--- src/rtl/lock_pkg.sv ---
// Shared definitions for the lock controller: state encodings, field widths
// and the seconds-to-timer-load conversion used when sizing dwell times.
package lock_pkg;

   localparam int STATE_W = 3;
   localparam int CNT_W   = 4;
   localparam int TMR_W   = 32;

   localparam logic [STATE_W-1:0] LOCKED = 3'd0;
   localparam logic [STATE_W-1:0] CHECK  = 3'd1;
   localparam logic [STATE_W-1:0] OPEN   = 3'd2;
   localparam logic [STATE_W-1:0] FAIL   = 3'd3;
   localparam logic [STATE_W-1:0] ALARM  = 3'd4;

   // The timer exits on the cycle it reads zero, so a dwell of N cycles loads N-1.
   function automatic logic [TMR_W-1:0] dwell_load(input int freq, input int sec);
      return TMR_W'(freq * sec - 1);
   endfunction

endpackage

--- src/rtl/lock_timer.sv ---
// Shared 32-bit dwell down-counter: loads on request, counts to zero and
// holds there, flagging done while it reads zero.
module lock_timer
   import lock_pkg::*;
(
   input  logic             clk,
   input  logic             rst,
   input  logic             load,
   input  logic [TMR_W-1:0] load_val,
   output logic             done
);

   logic [TMR_W-1:0] count_q;

   always_ff @(posedge clk or posedge rst) begin
      if (rst) begin
         count_q <= '0;
      end else if (load) begin
         count_q <= load_val;
      end else if (count_q != '0) begin
         count_q <= count_q - TMR_W'(1);
      end
   end

   assign done = (count_q == '0);

endmodule

--- src/rtl/lock_fsm.sv ---
// Lock-control state machine behind the password comparator: opens on a
// match, flags wrong codes, and enters a timed alarm after MAX_FAIL misses.
module lock_fsm
   import lock_pkg::*;
#(
   parameter int CLK_FREQ  = 12_000_000,
   parameter int OPEN_SEC  = 3,
   parameter int FAIL_SEC  = 1,
   parameter int ALARM_SEC = 10,
   parameter int MAX_FAIL  = 3
) (
   input  logic               clk,
   input  logic               rst,
   input  logic               enter_trig,
   input  logic               com_result,
   output logic               unlock,
   output logic               err,
   output logic               alarm,
   output logic [CNT_W-1:0]   fail_cnt,
   output logic [STATE_W-1:0] state_o
);

   localparam logic [TMR_W-1:0] OPEN_LOAD  = dwell_load(CLK_FREQ, OPEN_SEC);
   localparam logic [TMR_W-1:0] FAIL_LOAD  = dwell_load(CLK_FREQ, FAIL_SEC);
   localparam logic [TMR_W-1:0] ALARM_LOAD = dwell_load(CLK_FREQ, ALARM_SEC);
   localparam logic [CNT_W:0]   MAX_FAIL_W = (CNT_W + 1)'(MAX_FAIL);

   logic [STATE_W-1:0] state_q, state_d;
   logic [CNT_W-1:0]   fail_q, fail_d;
   logic               unlock_q, err_q, alarm_q;
   logic               tmr_load, tmr_done;
   logic [TMR_W-1:0]   tmr_val;

   lock_timer u_timer (
      .clk      (clk),
      .rst      (rst),
      .load     (tmr_load),
      .load_val (tmr_val),
      .done     (tmr_done)
   );

   // CHECK always leaves for a timed state, so it is the only place the timer loads.
   assign tmr_load = (state_q == CHECK);

   always_comb begin
      state_d = state_q;
      fail_d  = fail_q;
      case (state_q)
         LOCKED: begin
            if (enter_trig) state_d = CHECK;
         end
         CHECK: begin
            if (com_result) begin
               state_d = OPEN;
               fail_d  = '0;
            end else if (({1'b0, fail_q} + 1'b1) >= MAX_FAIL_W) begin
               state_d = ALARM;
               fail_d  = MAX_FAIL_W[CNT_W-1:0];
            end else begin
               state_d = FAIL;
               fail_d  = fail_q + 1'b1;
            end
         end
         OPEN, FAIL: begin
            if (tmr_done) state_d = LOCKED;
         end
         ALARM: begin
            if (tmr_done) begin
               state_d = LOCKED;
               fail_d  = '0;
            end
         end
         default: state_d = LOCKED;
      endcase
   end

   always_comb begin
      case (state_d)
         FAIL:    tmr_val = FAIL_LOAD;
         ALARM:   tmr_val = ALARM_LOAD;
         default: tmr_val = OPEN_LOAD;
      endcase
   end

   // Indicators are decoded from the next state so they change on the same edge as the state.
   always_ff @(posedge clk or posedge rst) begin
      if (rst) begin
         state_q  <= LOCKED;
         fail_q   <= '0;
         unlock_q <= 1'b0;
         err_q    <= 1'b0;
         alarm_q  <= 1'b0;
      end else begin
         state_q  <= state_d;
         fail_q   <= fail_d;
         unlock_q <= (state_d == OPEN);
         err_q    <= (state_d == FAIL);
         alarm_q  <= (state_d == ALARM);
      end
   end

   assign unlock   = unlock_q;
   assign err      = err_q;
   assign alarm    = alarm_q;
   assign fail_cnt = fail_q;
   assign state_o  = state_q;

endmodule

--- config.mk ---
export PLATFORM = sky130hd
export DESIGN_NAME = lock_fsm
export DESIGN_NICKNAME = d
export VERILOG_FILES = /design/src/rtl/lock_pkg.sv /design/src/rtl/lock_timer.sv /design/src/rtl/lock_fsm.sv
export SDC_FILE = /design/constraint.sdc
export NUM_CORES = 1
export LEC_CHECK = 0
export ABC_AREA = 1
export CORE_MARGIN = 4
export CORE_UTILIZATION = 45
export DETAILED_ROUTE_END_ITERATION = 16
export MAX_ROUTING_LAYER = met4
export PLACE_DENSITY_LB_ADDON = 0.08
export SYNTH_ARGS = -nofsm -noshare
export SYNTH_HDL_FRONTEND = slang
export SYNTH_HIERARCHICAL = 1
export SYNTH_SLANG_ARGS = --single-unit
--- constraint.sdc ---
create_clock -name clk -period 3.9 [get_ports clk]
set_clock_uncertainty 0.05 [all_clocks]
set_input_delay 0.585 -clock clk [delete_from_list [all_inputs] [get_ports clk]]
set_output_delay 0.585 -clock clk [all_outputs]
set_load 0.05 [all_outputs]
==> impl_metrics.env <==
export IMPL_drt_pass1_iterations=4
export IMPL_antenna_found_initial=0
export IMPL_dr_max_layer_used="met4"
export IMPL_areaGrowthSynthToFinish_pct=12.4
export IMPL_ys_seq_area_share_pct=36.8
export IMPL_cts_tree="done"
export IMPL_critPathMaxFanout=4
export IMPL_wl_per_cell_microns=12.5
export IMPL_seq_power_share_pct=33.7
export IMPL_cts_sinks=42
export IMPL_clockRootBuffer="clkbuf_8"
export IMPL_wl_met1_mm=3.20
export IMPL_gp_congestion=0.903
export IMPL_finalMaxSlewViolations=0
export IMPL_synth_cell_type_count=28
export IMPL_yosysMostFrequentCell="nand2_1"
export IMPL_intPower_mw=1.19
export IMPL_cap_violations=0
export IMPL_crit_path_end_kind="flip-flop"
export IMPL_first_iter_violations=92
export IMPL_htreeDepth=2
export IMPL_core_sq_um=6030
export IMPL_period_minus_slack_ps=2310
export IMPL_hpwl_mm=4.94
export IMPL_gr_total_overflow=0
export IMPL_die_area_sq_um=7680
export IMPL_synth_warnings=6
export IMPL_peakVddDrop_mv=0.375
export IMPL_power_mw=2.43
export IMPL_worst_slew_pin_slew_ps=746
export IMPL_crit_family="simple AND/OR/NAND/NOR gates"
export IMPL_ys_ff_latch=42
export IMPL_post_cts_buffers=0
export IMPL_synth_common_cells="nand2_1, nor2_1, dfrtp_1"
export IMPL_cts_resized=0
export IMPL_critPathMaxStageDelay_ps=390
export IMPL_final_area_sq_um=3210
export IMPL_yosys_area_top_type_share_pct=36.8
export IMPL_final_setup_tns_ps=0
export IMPL_p_comb_share_pct=53.9
export IMPL_required_ps=4020
export IMPL_num_vias=2510
export IMPL_critPathKind="reg2reg"
export IMPL_stdcell_count=524
export IMPL_ant_nets=0
export IMPL_pwr_share_clk_pct=12.4
export IMPL_port_buffers=13
export IMPL_wl_met2_mm=3.09
export IMPL_rows=28
export IMPL_p_sw_mw=1.23
export IMPL_place_inst=516
export IMPL_fp_dieW_microns=87.7
export IMPL_slew_headroom_pct=50.2
export IMPL_crit_chain="inv_1, ha_1, nand3_1, nor2_1, nand2_1, nor3_1, inv_1, nand2_1, inv_2, nand3_1, nand2_4, inv_2, nand2_2, nand2_1, o21ai_1"
export IMPL_hold_buffers=0
export IMPL_finalSetupViolations=0
export IMPL_syn_mean_instance_area_sq_um=6.88
export IMPL_drcViolationCount=0
export IMPL_antennaDiodeCount=0
export IMPL_ys_flop_type="dfrtp_1"
export IMPL_dr_wl_met3_microns=176
export IMPL_cts_reportedPaths_clkPinSlew_ps=80
export IMPL_grt_max_degree=33
export IMPL_start_util_pct=47.4
export IMPL_die_h_microns=87.7
export IMPL_status="finished, final reports clean"
export IMPL_numCtsBuffers=5
export IMPL_synthTopCellsByArea="dfrtp_1, nand2_1, nor2_1"
export IMPL_slowest_stage="dfrtp_1"
export IMPL_worstPathArrival_ps=2430
export IMPL_ios=14
export IMPL_grt_usage_pct=19.8
export IMPL_cp_common_cell="nand2_1"
export IMPL_rsz0062_at_grt="no"
export IMPL_fmax_mhz=433
export IMPL_synthArstFlopShare_pct=100
export IMPL_swShare_pct=50.9
export IMPL_synth_top_cell_by_area="dfrtp_1"
export IMPL_hold_class="reg2reg"
export IMPL_clock_path_buffers=2
export IMPL_grt_pass1_vias=2435
export IMPL_wirelength_mm=6.54
export IMPL_power_density_nw_per_um2=756
export IMPL_leakage_nw=1.59
export IMPL_path_buf_inv=4
export IMPL_vias_per_cell=4.79
export IMPL_grt_pass1_wl_mm=11.5
export IMPL_fillers=612
export IMPL_hold_viol_final=0
export IMPL_synth_edf_count=0
export IMPL_drive_above_1_share_pct=10.7
export IMPL_synthCells=415
export IMPL_place_area_sq_um=3110
export IMPL_syn_area_sq_um=2860
export IMPL_finalCritPeriodShare_pct=59.2
export IMPL_start_kind="flip-flop"
export IMPL_clkLatencyLatePin_ps=300
export IMPL_fin_nets=455
[power groups by stage]
stage	logic [mW]	registers (mW)	clock network, mW
floorplan	0.966	0.873	0
global placement	1.30	0.825	0
detailed placement	1.31	0.825	0
CTS	1.32	0.818	0.314
global route	1.51	0.844	0.333
finish	1.31	0.817	0.301
[placed cells by master, fill, tap and decap left out]
master / synthesis / routed
clkdlybuf4s50_1: 0 / 13
o21ai_1: 12 / 12
nand2_2: 3 / 3
xnor2_1: 5 / 5
nand2_4: 5 / 5
nand3_4: 1 / 1
o21ai_0: 16 / 16
nor2_1: 56 / 56
nand4_4: 1 / 1
nand2_1: 155 / 155
nand4_1: 9 / 9
a21oi_2: 1 / 1
inv_2: 5 / 5
nand3_2: 3 / 3
clkinv_2: 0 / 1
buf_4: 2 / 2
nor2_2: 11 / 11
conb_1: 2 / 20
and2_1: 1 / 1
dfrtp_1: 42 / 42
inv_1: 40 / 40
clkinvlp_4: 0 / 1
ha_1: 3 / 3
nor2_8: 1 / 1
nor2_4: 7 / 7
a21oi_1: 2 / 2
xor2_1: 10 / 10
nand3_1: 16 / 16
nor3_1: 1 / 1
clkbuf_8: 0 / 6
[routing by layer]
metal	GRT usage, %	up-vias
li1	-	1321
met3	3.67	6
met4	4.60	0
met5	-	-
met2	32.2	34
met1	25.6	1149
[registers in the layout (all words and copies together) (netlist names)]
signal,cells
alarm,1
err,1
fail_cnt,4
state_o,3
u_timer/count_q,32
unlock,1
[cell type report]
class / instances / area [sq um] / share of cell area (%)
inverters: 45 / 169 / 5.27
clock buffers: 6 / 82.6 / 2.57
multi-input cells: 339 / 1650 / 51.6
flip-flops and latches: 42 / 1050 / 32.8
well taps: 75 / 93.8 / 2.93
clock inverters: 2 / 12.5 / 0.390
repair buffers: 15 / 145 / 4.52
[stage by stage]
| step | utilization, % | hold slack, ps | setup WS [ps] |
|---|---|---|---|
| 6_report | 53.2 | 461 | 1590 |
| 5_1_grt | 53.2 | 489 | 1340 |
| 4_1_cts | 53.2 | 467 | 1570 |
| 3_5_place_dp | 51.7 | 446 | 1600 |
| 3_3_place_gp | 51.7 | 427 | 1740 |
| 2_1_floorplan | - | 375 | 1880 |
[worst reg2reg max path, cell delays in order, from the launching register on]
cell     delay, ps
dfrtp_1        390
inv_1           90
ha_1           280
nand3_1        170
nor2_1         190
nand2_1         70
nor3_1         290
inv_1          100
nand2_1         80
inv_2           40
nand3_1        130
nand2_4         80
inv_2           60
nand2_2         50
nand2_1         50
o21ai_1         50
[kinds of logic (layout without fill, tap and decap cells)]
logic type / after synthesis / in the layout / share of synthesized area, %
adders and majority gates: 3 / 3 / 1.31
buffers and inverters: 52 / 68 / 7.62
AOI/OAI and AO/OA: 31 / 31 / 5.57
other: 2 / 20 / 0.263
xor gates and xnor gates: 15 / 15 / 4.60
and+or+nand+nor: 270 / 270 / 43.8
DFF: 42 / 42 / 36.8
[final timing paths]
path	from	slack, ps	to	depth (start not counted)
worst min register to register	u_timer/count_q[1]	460	u_timer/count_q[1]	2
max in group asynchronous	rst	2820	u_timer/count_q[8]	3
worst max register to register	u_timer/count_q[0]	1590	u_timer/count_q[11]	15
worst min-delay path	u_timer/count_q[1]	460	u_timer/count_q[1]	2
worst max-delay path	u_timer/count_q[0]	1590	u_timer/count_q[11]	15
min in group asynchronous	rst	540	fail_cnt[2]	2
(Power assumes the default switching activity.)
